**src/rtl/seq_tx_pkg.sv**
```systemverilog
// seq_tx_pkg: shared state encoding, default sizes and len legality check for the pattern transmitter
package seq_tx_pkg;
  typedef enum logic [1:0] {
    IDLE  = 2'b00,
    SEND  = 2'b01,
    GAP_S = 2'b10
  } state_t;
  localparam int W_DEF   = 8;
  localparam int CW_DEF  = 4;
  localparam int GAP_DEF = 1;
  function automatic logic len_bad(input int unsigned l, input int unsigned w);
    return l == 0 || l > w;
  endfunction
endpackage

```
**src/rtl/seq_pattern_tx_if.sv**
```systemverilog
// seq_pattern_tx_if: start/stop control, pattern inputs and serial outputs of the transmitter
interface seq_pattern_tx_if import seq_tx_pkg::*; #(
  parameter int W  = W_DEF,
  parameter int LW = $clog2(W) + 1,
  parameter int CW = CW_DEF
) ();
  logic          start;
  logic          stop;
  logic [W-1:0]  pattern;
  logic [LW-1:0] len;
  logic [CW-1:0] reps;
  logic          signal;
  logic          sig_valid;
  logic          busy;
  logic          done;
  logic          err;
  modport master (output start, stop, pattern, len, reps, input signal, sig_valid, busy, done, err);
  modport slave (input start, stop, pattern, len, reps, output signal, sig_valid, busy, done, err);
endinterface

```
**src/rtl/seq_tx_shreg.sv**
```systemverilog
// seq_tx_shreg: left shifter holding the pattern MSB-aligned, counting down the bits of one repetition
module seq_tx_shreg #(
  parameter int W  = 8,
  parameter int LW = $clog2(W) + 1
) (
  input  logic          clk,
  input  logic          rst,
  input  logic          load,
  input  logic          shift,
  input  logic [W-1:0]  din,
  input  logic [LW-1:0] len,
  output logic          msb,
  output logic          last_bit
);
  logic [W-1:0]  sr;
  logic [LW-1:0] cnt;
  // load aligns bit len-1 to the MSB so every pattern leaves from the same end
  always_ff @(posedge clk) begin
    if (!rst) begin
      sr  <= '0;
      cnt <= '0;
    end else if (load) begin
      sr  <= din << (LW'(W) - len);
      cnt <= len;
    end else if (shift) begin
      sr  <= sr << 1;
      cnt <= cnt - LW'(1);
    end
  end
  assign msb      = sr[W-1];
  assign last_bit = cnt == LW'(1);
endmodule

```
**src/rtl/seq_pattern_tx.sv**
```systemverilog
// seq_pattern_tx: serial pattern transmitter with repetition, inter-rep gap and sticky stop
module seq_pattern_tx import seq_tx_pkg::*; #(
  parameter int W   = W_DEF,
  parameter int LW  = $clog2(W) + 1,
  parameter int CW  = CW_DEF,
  parameter int GAP = GAP_DEF
) (
  input logic            clk,
  input logic            rst,
  seq_pattern_tx_if.slave bus
);
  localparam int GW = GAP > 1 ? $clog2(GAP) : 1;
  state_t        state, nxt;
  logic [W-1:0]  pat_q;
  logic [LW-1:0] len_q;
  logic [CW-1:0] rep_cnt;
  logic [GW-1:0] gcnt;
  logic          inf_q, stop_q, done_q, err_q;
  logic          load, shift, msb, last_bit;
  logic          accept, reject, fin, stop_seen, gap_end;
  assign accept    = state == IDLE && bus.start && !len_bad(32'(bus.len), W);
  assign reject    = state == IDLE && bus.start && len_bad(32'(bus.len), W);
  assign fin       = !inf_q && rep_cnt == CW'(1);
  assign stop_seen = stop_q | bus.stop;
  assign gap_end   = gcnt == GW'(GAP - 1);
  seq_tx_shreg #(.W(W), .LW(LW)) u_shreg (
    .clk      (clk),
    .rst      (rst),
    .load     (load),
    .shift    (shift),
    .din      (state == IDLE ? bus.pattern : pat_q),
    .len      (state == IDLE ? bus.len : len_q),
    .msb      (msb),
    .last_bit (last_bit)
  );
  // state register
  always_ff @(posedge clk) begin
    if (!rst) state <= IDLE;
    else      state <= nxt;
  end
  // next state: a repetition always runs to its last bit before stop or the final count is honoured
  always_comb begin
    nxt   = state;
    load  = 1'b0;
    shift = 1'b0;
    case (state)
      IDLE: begin
        nxt  = accept ? SEND : IDLE;
        load = accept;
      end
      SEND: begin
        shift = 1'b1;
        if (last_bit) begin
          nxt  = fin || stop_seen ? IDLE : (GAP == 0 ? SEND : GAP_S);
          load = !(fin || stop_seen) && GAP == 0;
        end
      end
      GAP_S: begin
        nxt  = gap_end ? (stop_seen ? IDLE : SEND) : GAP_S;
        load = gap_end && !stop_seen;
      end
      default: nxt = IDLE;
    endcase
  end
  // captured request, rep/gap counters, sticky stop and the done/err pulses
  always_ff @(posedge clk) begin
    if (!rst) begin
      pat_q   <= '0;
      len_q   <= '0;
      rep_cnt <= '0;
      inf_q   <= 1'b0;
      gcnt    <= '0;
      stop_q  <= 1'b0;
      done_q  <= 1'b0;
      err_q   <= 1'b0;
    end else begin
      if (accept) begin
        pat_q   <= bus.pattern;
        len_q   <= bus.len;
        rep_cnt <= bus.reps;
        inf_q   <= bus.reps == '0;
      end else if (state == SEND && last_bit && !inf_q) begin
        rep_cnt <= rep_cnt - CW'(1);
      end
      gcnt   <= state == GAP_S ? gcnt + GW'(1) : '0;
      stop_q <= state != IDLE && nxt != IDLE && stop_seen;
      done_q <= state != IDLE && nxt == IDLE;
      err_q  <= reject;
    end
  end
  assign bus.signal    = msb & (state == SEND);
  assign bus.sig_valid = state == SEND;
  assign bus.busy      = state != IDLE;
  assign bus.done      = done_q;
  assign bus.err       = err_q;
endmodule

```
**src/flat_wrapper.sv**
```systemverilog
// flat-port wrapper written by rule: the top's interface ports become plain ports
module seq_pattern_tx_flat import seq_tx_pkg::*;
#(
  parameter int W   = W_DEF,
  parameter int LW  = $clog2(W) + 1,
  parameter int CW  = CW_DEF,
  parameter int GAP = GAP_DEF
)
  (clk, rst, bus_start, bus_stop, bus_pattern, bus_len, bus_reps, bus_signal, bus_sig_valid, bus_busy, bus_done, bus_err);
  seq_pattern_tx_if #(.W(W), .LW(LW), .CW(CW)) bus_i ();
  input logic clk;
  input logic rst;
  input wire logic [$bits(bus_i.start)-1:0] bus_start;
  input wire logic [$bits(bus_i.stop)-1:0] bus_stop;
  input wire logic [$bits(bus_i.pattern)-1:0] bus_pattern;
  input wire logic [$bits(bus_i.len)-1:0] bus_len;
  input wire logic [$bits(bus_i.reps)-1:0] bus_reps;
  output wire logic [$bits(bus_i.signal)-1:0] bus_signal;
  output wire logic [$bits(bus_i.sig_valid)-1:0] bus_sig_valid;
  output wire logic [$bits(bus_i.busy)-1:0] bus_busy;
  output wire logic [$bits(bus_i.done)-1:0] bus_done;
  output wire logic [$bits(bus_i.err)-1:0] bus_err;
  assign bus_i.start = bus_start;
  assign bus_i.stop = bus_stop;
  assign bus_i.pattern = bus_pattern;
  assign bus_i.len = bus_len;
  assign bus_i.reps = bus_reps;
  assign bus_signal = bus_i.signal;
  assign bus_sig_valid = bus_i.sig_valid;
  assign bus_busy = bus_i.busy;
  assign bus_done = bus_i.done;
  assign bus_err = bus_i.err;
  seq_pattern_tx #(.W(W), .LW(LW), .CW(CW), .GAP(GAP)) u_core (.clk(clk), .rst(rst), .bus(bus_i));
endmodule
```
**config.mk**
```make
export PLATFORM = sky130hd
export DESIGN_NAME = seq_pattern_tx_flat
export DESIGN_NICKNAME = d
export VERILOG_FILES = /design/src/rtl/seq_tx_pkg.sv /design/src/rtl/seq_pattern_tx_if.sv /design/src/rtl/seq_tx_shreg.sv /design/src/rtl/seq_pattern_tx.sv /design/src/flat_wrapper.sv
export SDC_FILE = /design/constraint.sdc
export NUM_CORES = 1
export LEC_CHECK = 0
export BUFFER_PORTS_ARGS = -buffer_cell sky130_fd_sc_hd__buf_2
export CAP_MARGIN = 0
export CORE_ASPECT_RATIO = 1.75
export CORE_MARGIN = 4
export CORE_UTILIZATION = 35
export DETAILED_ROUTE_END_ITERATION = 16
export PLACE_DENSITY_LB_ADDON = 0.15
export SYNTH_ARGS = -nofsm -noshare
export SYNTH_HDL_FRONTEND = slang
export SYNTH_SLANG_ARGS = --single-unit
```
**constraint.sdc**
```tcl
create_clock -name clk -period 6.2 [get_ports clk]
set_clock_uncertainty 0.15 [all_clocks]
set_input_delay 0.62 -clock clk [delete_from_list [all_inputs] [get_ports clk]]
set_output_delay 0.62 -clock clk [all_outputs]
set_load 0.005 [all_outputs]
```
### After elaboration in Yosys (flattened, before gate mapping)

Index checks and enable logic that the tools add are counted.

* bits in registers: 35
* input bits: 20

* bitwise gates (word level): 3
* $add $sub $neg: 4
* equality and inequality tests: 4
* muxes and demuxes: 16
* reductions and logical operators: 24
* order comparisons: 1
* shift operators: 1

Operators with widths (count)
* two-way mux 8 bit: 3
* two-way mux 4 bit: 5
* logical AND 1 bit: 10
* == test 4 x 1 -> 1 bit (second input constant): 2
* zero test 4 bit: 2
* nonzero test 2 bit: 4
* << shifter 8 x 4 -> 8 bit: 1
* subtractor 4 x 1 -> 4 bit (second input constant): 2
* two-way mux 2 bit: 3
* one-hot mux 2 bit (3 select lines): 1
* greater-than comparator 4 bit (second input constant): 1
* zero test 2 bit: 2
* subtractor 4 bit (first input constant): 1
* zero test 1 bit: 3
* two-way mux 1 bit: 3
* == test 2 x 1 -> 1 bit (second input constant): 1
* == test 2 bit (second input constant): 1
* logical OR 1 bit: 2
* one-hot mux 1 bit (2 select lines): 1
* AND reduction 2 bit: 1
* adder 1 bit (second input constant): 1
* bitwise AND 1 bit: 1
* inverter 1 bit: 1
* OR 1 bit: 1

### Depth between registers and ports, before layout

* word-level depth: 9
* mapped depth: 11
* mapped depth without buffers: 10

### Hierarchy

A second synthesis with hierarchy kept.

* cells, all modules: 232
* area total of the unflattened synthesis: 2064.5 µm²

Modules (own cells, without submodules)
* seq_pattern_tx: area an instance 1156.1 µm², cells an instance 120, instances 1
* seq_tx_shreg: area an instance 908.4 µm², cells an instance 112, instances 1

### Worst setup path before layout

No wires, ideal clock.

* path kind: input port to flip-flop
* start: input bus_len[0]
* end: register u_core.u_shreg.sr[5]
* arrival time: 2478 ps
* setup slack: 3469 ps
* cell stages on the path: 8
* setup time: 103 ps
* data required time: 5947 ps
* cell sequence: buf_2 mux2i_1 ha_1 or3_4 nand2_2 mux2_4 o211a_1 a2111oi_2

* cells in the longest elaborated chain, start to end: 6
* elaborated cells between the ends (all ways): 11

RTL lines
* start: declaration: RTL line flat_wrapper.sv:16 `input wire logic [$bits(bus_i.len)-1:0] bus_len;`
* branches (longest 6 deep; another with subtractor 4 bit)
* end signal: assignment: RTL line seq_tx_shreg.sv:23 `sr <= din << (LW'(W) - len);`
* end signal: assignment: RTL line seq_tx_shreg.sv:26 `sr <= sr << 1;`
* end: declaration: RTL line seq_tx_shreg.sv:15 `logic [W-1:0] sr;`

Parallel ways; which one is timed is not known.
A chain may end at the register's enable or synchronous reset.

### Worst setup path after layout

* start: register u_core.state[0]
* end: register u_core.u_shreg.sr[5]

* cells in the longest elaborated chain, start to end: 5
* elaborated cells between the ends (all ways): 13

RTL lines
* start: declaration: RTL line seq_pattern_tx.sv:13 `state_t state, nxt;`
* start signal: assignment: RTL line seq_pattern_tx.sv:39 `else state <= nxt;`
* zero test 2 bit
* two-way mux 4 bit or logical AND 1 bit (tied branches): RTL line seq_pattern_tx.sv:32, seq_pattern_tx.sv:21
* subtractor 4 bit or logical AND 1 bit (tied branches): RTL line seq_tx_shreg.sv:23, seq_pattern_tx.sv:21
* << shifter 8 x 4 -> 8 bit or one-hot mux 1 bit (2 select lines) (tied branches): RTL line seq_tx_shreg.sv:23, seq_pattern_tx.sv:46
* two-way mux 8 bit or nonzero test 2 bit (tied branches)

Several ways; a longest one is shown, not always the timed one.

==> results by group <==
Run status
  – Status: complete, no violations

Critical path
  – Worst path required time: 6.23 ns
  – Kind of critical path: reg -> reg
  – FF-to-FF setup slack: 3.11 ns
  – R2R depth: 10
  – CP Data Arrival Time: 3.12 ns
  – Reg-to-reg startpoint: u_core.state[0]
  – Critical path launch point type: flip-flop
  – Worst reg2reg path endpoint: u_core.u_shreg.sr[5]
  – CP max FO: 14
  – Crit end category: flip-flop

Pwr
  – Max IR drop VDD: 0.114 mV
  – Pwr Density: 259 nW/um^2
  – Clock power frac: 34.2%
  – Tot Pwr: 629 uW
  – Net Sw Power: 190 uW
  – Leak pwr: 1.01 nW
  – Int Pwr: 440 uW
  – Switching share of power: 30.1%
  – Combinational Power Share: 24.7%
  – Flop pwr share: 41.1%

Floorplanning
  – Core Area: 5930 um^2
  – Starting density of the core: 36.4%
  – Die width: 67.4 um
  – Die area: 7540 um^2
  – Die Ht: 112 um
  – Num rows: 37
  – Top-level port count: 25

Routing
  – Per-cell routed wire length: 15.3 um
  – Detailed Routing Iterations Pass 1: 4
  – Vias per cell: 5.35
  – DRC viols: 0
  – DRT iter0 DRCs: 111
  – Vias: 1863
  – Final WL: 5310 um
  – DRT antenna net count: 0

Synth
  – Mean post-synth cell area: 8.60 um^2
  – Cells after Synth: 251
  – Post-synth ARST share: 0%
  – Synthesis-stage register bit count: 35
  – Synth unique cells: 62
  – Ranking of synthesized cells by area: dfxtp_1 32%, mux2i_1 12%, nor2_1 6.4%
  – Synth Cell Area: 2160 um^2
  – Yosys top cell by area: dfxtp_1
  – Synthesized Nets: 276
  – Primary FF master, synth: dfxtp_1
  – Synth top area share: 32.4%
  – EDFF count, synth: 0
  – Warnings from Yosys: 0
  – Sequential area share after synthesis: 32.4%

GRT
  – Largest net degree at the start of global routing: 28
  – Vias in the first global route: 1861
  – Initial antenna violation count: 0
  – Global-route usage over all layers: 15.3%
  – Gr ovfl total: 0
  – First-pass GRT wire length: 8880 um

Hold path
  – HP Class: reg -> reg
  – Hold Crit Depth: 2
  – Worst min-delay path endpoint: u_core.u_shreg.sr[0]
  – Hold_sp: u_core.u_shreg.sr[0]

STA
  – RSZ-0062 raised after global routing: false
  – Final Hold Fails: 0
  – Fin Setup TNS: 0 ns
  – Minimum clock period: 3.09 ns
  – Setup violations, final: 0
  – Worst-Margin Slew: 0.802 ns
  – Slew margin rel.: 46.2%
  – Period Utilization, post-route: 49.9%
  – Max frequency: 0.323 GHz
  – Slew Viols, Final: 0

Clock tree
  – CTS clk-pin slew, worst paths: 0.07 ns
  – Clk_lat worst skew: 0.29 ns
  – Clock buffers created by TritonCTS: 5
  – CTS root buf: clkbuf_8
  – H-tree levels: 2
  – CTS resizes: 0
  – CTS Sinks: 35
  – CTS tree: built
  – Cts hold-fix bufs: 0
  – Longest Clk Path Bufs: 2
  – Setup bufs post-CTS: 0

Cells and area
  – Diode count: 0
  – Multi-input gate area: 1350 um^2
  – Fin nets: 294
  – Reg area: 701 um^2
  – Share of cells above drive strength 1: 20.7%
  – Syn-to-layout area delta: 12.5%
  – Fin area: 2430 um^2
  – Filler cells: 647

Placement
  – Final GP Congestion: 0.777
  – Placed Area: 2310 um^2
  – Port bufs: 24
  – Post-detail-place hpwl: 4020 um

Run
  – Total of max-cap violations: 0
state kept, by name, indices dropped and copies added, names as in the netlist, 2 cells and up:
name	cells
u_core.u_shreg.cnt	4
u_core.u_shreg.sr	8
u_core.pat_q	8
u_core.len_q	4
u_core.rep_cnt	4
u_core.state	2
power groups by stage:
stage / sequential [mW] / clock (mW) / combinational, mW
after floorplan: 0.257 / 0 / 0.124
after detailed placement: 0.263 / 0 / 0.157
after global routing: 0.261 / 0.232 / 0.176
after global placement: 0.263 / 0 / 0.157
after CTS: 0.258 / 0.223 / 0.157
final: 0.258 / 0.215 / 0.156
final cells by class:
type / count / area share [%]
Inverter: 11 / 1.80
Sequential cell: 35 / 28.9
Clock inverter: 2 / 1.44
Multi-Input combinational cell: 192 / 55.5
Clock buffer: 6 / 3.40
Tap cell: 78 / 4.02
Timing Repair Buffer: 24 / 4.95
cell usage after synthesis (2+ instances only):
cell type and count:
nor2_1 37, dfxtp_1 35, mux2i_1 25, o21ai_0 16, a21oi_1 13, nand2_1 11, inv_1 8, a211oi_1 7
clkbuf_1 6, a31oi_1 5, buf_2 5, ha_1 5, nor3_1 5, mux2_2 4, nand2b_1 4, nand3_1 4
a21o_1 3, mux2_4 3, o21a_1 3, or4_1 3, nor3_2 2, nor4b_1 2, o211a_1 2, o21ai_2 2
o221ai_1 2, o31ai_1 2, xnor2_1 2
cell families (layout without fill, tap and decap cells):
family	count (synthesis)	after routing	synth area share, %
and+or+nand+nor	83	83	20.3
AOI/OAI and AO/OA	69	69	22.3
DFF	35	35	32.4
muxes	32	32	15.8
buffers and inverters	24	43	5.10
adders and majority gates	5	5	2.90
xor gates and xnor gates	3	3	1.22
worst max path at each step:
stage | slack [ns] | endpoint | from
2_1_floorplan | 3.47 | u_core.u_shreg.sr[5] | bus_len[0]
3_3_place_gp | 2.95 | u_core.u_shreg.sr[0] | bus_len[0]
3_5_place_dp | 2.88 | u_core.u_shreg.sr[0] | bus_len[0]
4_1_cts | 3.07 | u_core.u_shreg.sr[5] | u_core.state[0]
5_1_grt | 2.86 | u_core.u_shreg.sr[5] | u_core.state[0]
6_report | 3.11 | u_core.u_shreg.sr[5] | u_core.state[0]
per-layer routing:
metal  vias to the layer above  GRT usage (%)  share of wire (%)
li1                        948              -                  -
met1                       880           15.9                 40
met2                        25           28.1                 55
met3                        10           2.62                2.7
met4                         0           7.18                2.9
met5                         -              0                  0
worst max-delay path, stage by stage, from the launching register on:
cell       delay (ns)
dfxtp_1          0.44
nor2_4           0.37
inv_4            0.12
mux2_4           0.24
inv_1            0.07
ha_1             0.21
or3_4            0.42
nand2_2          0.17
mux2_4           0.32
o211a_1          0.21
a2111oi_2        0.25
through the flow:
stage	util [%]	worst slack (ns)	std cells	hold slack, ns
after floorplan	-	3.47	251	0.298
after global placement	39.0	2.95	340	0.327
after detailed placement	39.0	2.88	340	0.329
after CTS	41.0	3.07	348	0.339
after global routing	41.0	2.86	348	0.364
final	41.0	3.11	348	0.344
layout by cell type, fill, tap and decap left out, types with 2 or more instances in the layout:
cell type / n
or4_1: 3
nor2_1: 37
nand2_1: 11
clkbuf_8: 6
o21a_1: 3
o221ai_1: 2
mux2_4: 3
a21o_1: 3
ha_1: 5
a31oi_1: 5
xnor2_1: 2
a21oi_1: 13
o211a_1: 2
o21ai_0: 16
nor3_1: 5
dfxtp_1: 35
o21ai_2: 2
mux2i_1: 25
a211oi_1: 7
o31ai_1: 2
nand2b_1: 4
nor4b_1: 2
nor3_2: 2
nand3_1: 4
inv_1: 8
buf_2: 24
mux2_2: 4
Power figures use the tool's default switching activity.
